**src/rtl/brg_slave_gcd_xcel_array.sv**
```systemverilog
// Multi-lane GCD slave accelerator behind a manycore endpoint.
// Word-addressed CSRs: per-lane OPA/OPB/GO/RESULT plus a global status window.
module brg_slave_gcd_xcel_array #(
  parameter int data_width_p    = 32,
  parameter int addr_width_p    = 32,
  parameter int num_lanes_p     = 4,
  parameter int blocking_read_p = 1,
  parameter int lane_width_lp   = $clog2(num_lanes_p + 1)
) (
  input  logic                      clk_i,
  input  logic                      reset_n_i,
  input  logic                      in_v_i,
  input  logic [addr_width_p-1:0]   in_addr_i,
  input  logic [data_width_p-1:0]   in_data_i,
  input  logic [data_width_p/8-1:0] in_mask_i,
  input  logic                      in_we_i,
  output logic                      in_yumi_o,
  output logic                      returning_v_o,
  output logic [data_width_p-1:0]   returning_data_o
);

  localparam int DW = data_width_p;
  localparam int NL = num_lanes_p;
  localparam int MW = data_width_p / 8;

  typedef enum logic [1:0] {
    IDLE = 2'd0,
    CALC = 2'd1,
    DONE = 2'd2
  } st_e;

  st_e              st_q  [NL];
  st_e              st_d  [NL];
  logic [DW-1:0]    opa_q [NL];
  logic [DW-1:0]    opa_d [NL];
  logic [DW-1:0]    opb_q [NL];
  logic [DW-1:0]    opb_d [NL];
  logic [DW-1:0]    a_q   [NL];
  logic [DW-1:0]    a_d   [NL];
  logic [DW-1:0]    b_q   [NL];
  logic [DW-1:0]    b_d   [NL];
  logic [DW-1:0]    res_q [NL];
  logic [DW-1:0]    res_d [NL];
  logic [NL-1:0]    done_q, done_d;
  logic             rv_q, rv_d;
  logic [DW-1:0]    rdata_q, rdata_d;

  logic [1:0]               reg_sel;
  logic [lane_width_lp-1:0] lane_sel;
  logic                     hi_nz;
  logic                     is_glob;
  logic [NL-1:0]            hit;
  logic [NL-1:0]            busy;
  logic [NL-1:0]            go_w, rrd_w, w1c_w, wa_w, wb_w;
  logic [DW-1:0]            rd_val;
  logic                     stall;
  logic                     acc;

  assign reg_sel  = in_addr_i[1:0];
  assign lane_sel = in_addr_i[2 +: lane_width_lp];
  assign hi_nz    = |(in_addr_i >> (2 + lane_width_lp));
  assign is_glob  = !hi_nz && (lane_sel == lane_width_lp'(NL));

  always_comb begin
    hit  = '0;
    busy = '0;
    for (int i = 0; i < NL; i++) begin
      hit[i]  = !hi_nz && (lane_sel == lane_width_lp'(i));
      busy[i] = (st_q[i] == CALC);
    end
  end

  // Read mux and blocking-read stall
  always_comb begin
    rd_val = '0;
    stall  = 1'b0;
    for (int i = 0; i < NL; i++) begin
      if (hit[i]) begin
        case (reg_sel)
          2'd0:    rd_val = opa_q[i];
          2'd1:    rd_val = opb_q[i];
          2'd2:    rd_val = DW'(busy[i]);
          default: rd_val = busy[i] ? '1 : res_q[i];
        endcase
        stall = (blocking_read_p != 0) && !in_we_i
             && (reg_sel == 2'd3) && busy[i];
      end
    end
    if (is_glob) begin
      case (reg_sel)
        2'd0:    rd_val = DW'(done_q);
        2'd1:    rd_val = DW'(busy);
        default: rd_val = '0;
      endcase
    end
  end

  assign acc       = in_v_i && !stall && reset_n_i;
  assign in_yumi_o = acc;

  always_comb begin
    go_w  = '0;
    rrd_w = '0;
    w1c_w = '0;
    wa_w  = '0;
    wb_w  = '0;
    for (int i = 0; i < NL; i++) begin
      wa_w[i]  = acc && in_we_i && hit[i] && (reg_sel == 2'd0);
      wb_w[i]  = acc && in_we_i && hit[i] && (reg_sel == 2'd1);
      go_w[i]  = acc && in_we_i && hit[i] && (reg_sel == 2'd2);
      rrd_w[i] = acc && !in_we_i && hit[i] && (reg_sel == 2'd3);
      w1c_w[i] = acc && in_we_i && is_glob
              && (reg_sel == 2'd0) && in_data_i[i];
    end
  end

  // Lane next-state and datapath
  always_comb begin
    done_d = done_q;
    for (int i = 0; i < NL; i++) begin
      st_d[i]  = st_q[i];
      opa_d[i] = opa_q[i];
      opb_d[i] = opb_q[i];
      a_d[i]   = a_q[i];
      b_d[i]   = b_q[i];
      res_d[i] = res_q[i];
      for (int j = 0; j < MW; j++) begin
        if (wa_w[i] && in_mask_i[j])
          opa_d[i][8*j +: 8] = in_data_i[8*j +: 8];
        if (wb_w[i] && in_mask_i[j])
          opb_d[i][8*j +: 8] = in_data_i[8*j +: 8];
      end
      if (w1c_w[i]) done_d[i] = 1'b0;
      case (st_q[i])
        CALC: begin
          if (a_q[i] < b_q[i]) begin
            a_d[i] = b_q[i];
            b_d[i] = a_q[i];
          end else if (b_q[i] != '0) begin
            a_d[i] = a_q[i] - b_q[i];
          end else begin
            res_d[i]  = a_q[i];
            done_d[i] = 1'b1;
            st_d[i]   = DONE;
          end
        end
        default: begin
          if (go_w[i]) begin
            st_d[i]   = CALC;
            a_d[i]    = opa_q[i];
            b_d[i]    = opb_q[i];
            done_d[i] = 1'b0;
          end else if (st_q[i] == DONE && (rrd_w[i] || w1c_w[i])) begin
            st_d[i]   = IDLE;
            done_d[i] = 1'b0;
          end
        end
      endcase
    end
  end

  assign rv_d    = acc;
  assign rdata_d = acc ? (in_we_i ? '0 : rd_val) : rdata_q;

  always_ff @(posedge clk_i or negedge reset_n_i) begin
    if (!reset_n_i) begin
      for (int i = 0; i < NL; i++) begin
        st_q[i]  <= IDLE;
        opa_q[i] <= '0;
        opb_q[i] <= '0;
        a_q[i]   <= '0;
        b_q[i]   <= '0;
        res_q[i] <= '0;
      end
      done_q  <= '0;
      rv_q    <= 1'b0;
      rdata_q <= '0;
    end else begin
      for (int i = 0; i < NL; i++) begin
        st_q[i]  <= st_d[i];
        opa_q[i] <= opa_d[i];
        opb_q[i] <= opb_d[i];
        a_q[i]   <= a_d[i];
        b_q[i]   <= b_d[i];
        res_q[i] <= res_d[i];
      end
      done_q  <= done_d;
      rv_q    <= rv_d;
      rdata_q <= rdata_d;
    end
  end

  assign returning_v_o    = rv_q;
  assign returning_data_o = rdata_q;

endmodule

```
**config.mk**
```make
export PLATFORM = sky130hd
export DESIGN_NAME = brg_slave_gcd_xcel_array
export DESIGN_NICKNAME = d
export VERILOG_FILES = /design/src/rtl/brg_slave_gcd_xcel_array.sv
export SDC_FILE = /design/constraint.sdc
export NUM_CORES = 2
export LEC_CHECK = 0
export CORE_ASPECT_RATIO = 0.6
export CORE_UTILIZATION = 55
export DETAILED_ROUTE_END_ITERATION = 8
export DONT_BUFFER_PORTS = 1
export MAX_ROUTING_LAYER = met4
export PLACE_DENSITY = 0.66
export SYNTH_ARGS = -nofsm -noshare
export SYNTH_HDL_FRONTEND = slang
export SYNTH_SLANG_ARGS = --single-unit
export TNS_END_PERCENT = 20
```
**constraint.sdc**
```tcl
create_clock -name clk_i -period 4.7 [get_ports clk_i]
set_input_delay 0.94 -clock clk_i [delete_from_list [all_inputs] [get_ports clk_i]]
set_output_delay 0.94 -clock clk_i [all_outputs]
set_load 0.01 [all_outputs]
```
==> reports/results.ini <==
[run_status]
status = finished, violations left
violations = slew limit

[floorplanning]
die_area_um2 = 74500
fp.dieH_um = 212
core_um2 = 72200
pin_count = 106
rows = 76
initial_core_util_pct = 55.9
die-width_um = 352

[place]
gp_congestion = 0.998
place_ws_ps = 586
dp.cells = 4990
io_buffer_count = 0
dp_hpwl_um = 96400
place_area_um2 = 41300

[grt]
grt_use_total_pct = 37.9
grt_max_degree = 688
antenna_found_initial = 4
grt_overflow = 0
grt_pass1_vias = 30500
grt_pass1_wl_um = 204000

[power_and_ir_drop]
p_total_mw = 12.2
p_leak_nw = 20.3
p_per_area_nw_per_um2 = 278
pwr-share-clk_pct = 50.9
peakVddDrop_mv = 0.270
pwr-share-comb_pct = 0.6
p_sw_share_pct = 21.2
p_sw_mw = 2.58
p_int_mw = 9.58
seqPwrFrac_pct = 48.5

[setup_path]
critical_path_class = input port to flop
end_kind = flop
critPathMaxFanout = 687
cp_cell_sequence = nand3_1 > nor2_1 > and2_1 > a21oi_1 > nand2b_2 > buf_12 > nor2_1 > a22o_1
worstRegToRegCells = 13
r2r_slack_ps = 450
r2r_start = a_q[96]$_DFFE_PN0P_
slowest_delay_ps = 870
cp.arrival_ps = 5110
cp.required_ps = 5220
r2r_end = res_q[103]$_DFFE_PN0P_
cp_common_cell = nor2_1
crit_path_start_kind = input port
crit_slowest_cell = nand3_1

[final_layout]
fin_util_pct = 60.7
final_area_um2 = 43800
num-nets-final = 4292
fillers = 6091
area_delta_synth_final_pct = 8.53
final_cells = 5124
final_cell_mix = 685 x dfrtp_1, 529 x nand2_1, 426 x o21ai_0
final_layout_size_suffix_gt1_share_pct = 15.7
final_common_cell = dfrtp_1

[route]
dr.first_iter.drc_count = 4132
routedWlPerCell_um = 26.6
totalWireLength_um = 136000
drc = 0
first_pass_iters = 6
via_count = 33400
vias_per_cell = 6.51
drtAntennaViolNets = 0

[clock_tree]
cts_made_buffers = 71
post_cts_buffers = 0
clock_path_buffers = 3
clock_latency_ps = 650
htreeDepth = 3
cts_hold_buf = 0
path_clk_slew_ps = 60
root_buffer = clkbuf_16
cts_tree = built
cts.sinks = 685
ctsResizeCount = 0

[sta]
setup_viol = 0
period_share_pct = 97.8
fin_crit_ps = 4590
rsz0062_at_grt = no
timing.fmax_mhz = 218
final-max-slew-violation-count = 592
finalHoldViolCount = 0
finalSetupTns_ps = 0
finClkSkew_ps = 35.1
worst_pin_slew_ps = 2800
max_slew_margin_pct = -86.4
fin_hold_ws_ps = 51.2
setup_ws_ps = 105

[worst_hold_path]
hp-class = input port to async pin

[yosys]
synth_warnings = 0
yosys.area.top_type = dfrtp_1
synth_ff_type = dfrtp_1
ys_ff_latch = 685
async_flop_share_pct = 100
synthCells = 4208
synth_top_area_share_pct = 42.5
synth_area_um2 = 40400
synth-seq-area-share_pct = 42.5
yosysUniqueCellTypes = 81
avgSynthCellArea_um2 = 9.59
synth_edf_count = 0
synth.net_count = 4412
synth_area_leaders = dfrtp_1 42%, mux2_2 10%, o21ai_0 5.3%

[flow_run]
cap_violations = 0

==> cell families after synthesis <==
group | after synthesis | synth area share, %
buffers and inverters | 425 | 4.17
flip-flops | 685 | 42.5
XOR/XNOR | 85 | 1.84
AND/OR/NAND/NOR | 1099 | 12.0
multiplexers | 595 | 17.2
AO/OA/AOI/OAI | 1187 | 18.2
adder cells (fa/ha/maj) | 132 | 4.17
==> worst max path at each step <==
stage,start,endpoint,slack [ps],cells past startpoint
finish,reset_n_i,a_q[49]$_DFFE_PN0P_,110,8
global route,a_q[96]$_DFFE_PN0P_,b_q[124]$_DFFE_PN0P_,310,14
floorplan,in_addr_i[15],in_yumi_o,1150,7
detailed placement,a_q[96]$_DFFE_PN0P_,res_q[117]$_DFFE_PN0P_,590,13
CTS,a_q[96]$_DFFE_PN0P_,res_q[103]$_DFFE_PN0P_,510,13
global placement,a_q[96]$_DFFE_PN0P_,res_q[122]$_DFFE_PN0P_,710,13
==> registers in the layout (all words and copies together), names as in the netlist <==
name and cells:
a_q 128, b_q 128, done_q 4, opa_q 128, opb_q 128, res_q 128
returning_data_o 32, returning_v_o 1, st_q 8
==> per-layer routing <==
layer / GRT usage (%) / up-vias / share of wire (%)
met2: 46.0 / 1505 / 38
met1: 58.1 / 16600 / 47
met3: 12.7 / 205 / 12
li1: - / 15000 / -
met5: - / - / 0
met4: 10.6 / 0 / 3.0
==> critical path, delay by kind of cell <==
family | cells | cell delay [ps]
buffers and inverters | 1 | 280
and+or+nand+nor | 5 | 1900
AOI/OAI and AO/OA | 2 | 740
==> power by group through the flow <==
stage               clock [mW]  combinational (mW)  sequential, mW
floorplan                    0               0.127            6.01
global placement             0              0.0712            6.01
detailed placement           0              0.0712            6.01
CTS                       6.24              0.0714            5.90
global route              6.47              0.0747            5.89
finish                    6.20              0.0757            5.90
==> Yosys cell counts (10+ instances only) <==
| master | count |
|---|---|
| clkbuf_1 | 193 |
| o21bai_1 | 12 |
| a211oi_1 | 64 |
| nor3_1 | 48 |
| xor2_1 | 29 |
| mux2_4 | 28 |
| o22ai_1 | 20 |
| nor4_1 | 41 |
| nand3_1 | 55 |
| a21oi_1 | 179 |
| dfrtp_1 | 685 |
| mux2i_1 | 175 |
| buf_1 | 25 |
| and2_1 | 14 |
| buf_2 | 35 |
| or3_1 | 11 |
| o31a_1 | 13 |
| a21o_1 | 75 |
| o31ai_1 | 25 |
| a22oi_1 | 25 |
| nand4_1 | 19 |
| a22o_1 | 10 |
| a31oi_1 | 116 |
| xnor2_1 | 56 |
| o211ai_1 | 104 |
| nor2b_1 | 26 |
| and3_1 | 24 |
| nand2b_1 | 23 |
| nand2_1 | 529 |
| nor2_1 | 268 |
| o21ai_0 | 426 |
| ha_1 | 128 |
| mux4_2 | 31 |
| o21a_1 | 31 |
| mux2_2 | 361 |
| inv_1 | 164 |
==> final cells by class <==
| type | instances | area [um^2] | share of cell area (%) |
|---|---|---|---|
| well taps | 975 | 1220 | 2.78 |
| inverters | 164 | 616 | 1.40 |
| diodes | 5 | 12.5 | 0.0286 |
| flip-flops and latches | 685 | 17100 | 39.1 |
| clock buffers | 97 | 2060 | 4.70 |
| multi-input cells | 3098 | 21700 | 49.5 |
| repair buffers | 68 | 636 | 1.45 |
| clock inverters | 32 | 454 | 1.04 |
No activity file was read; power rests on OpenSTA's default activity.
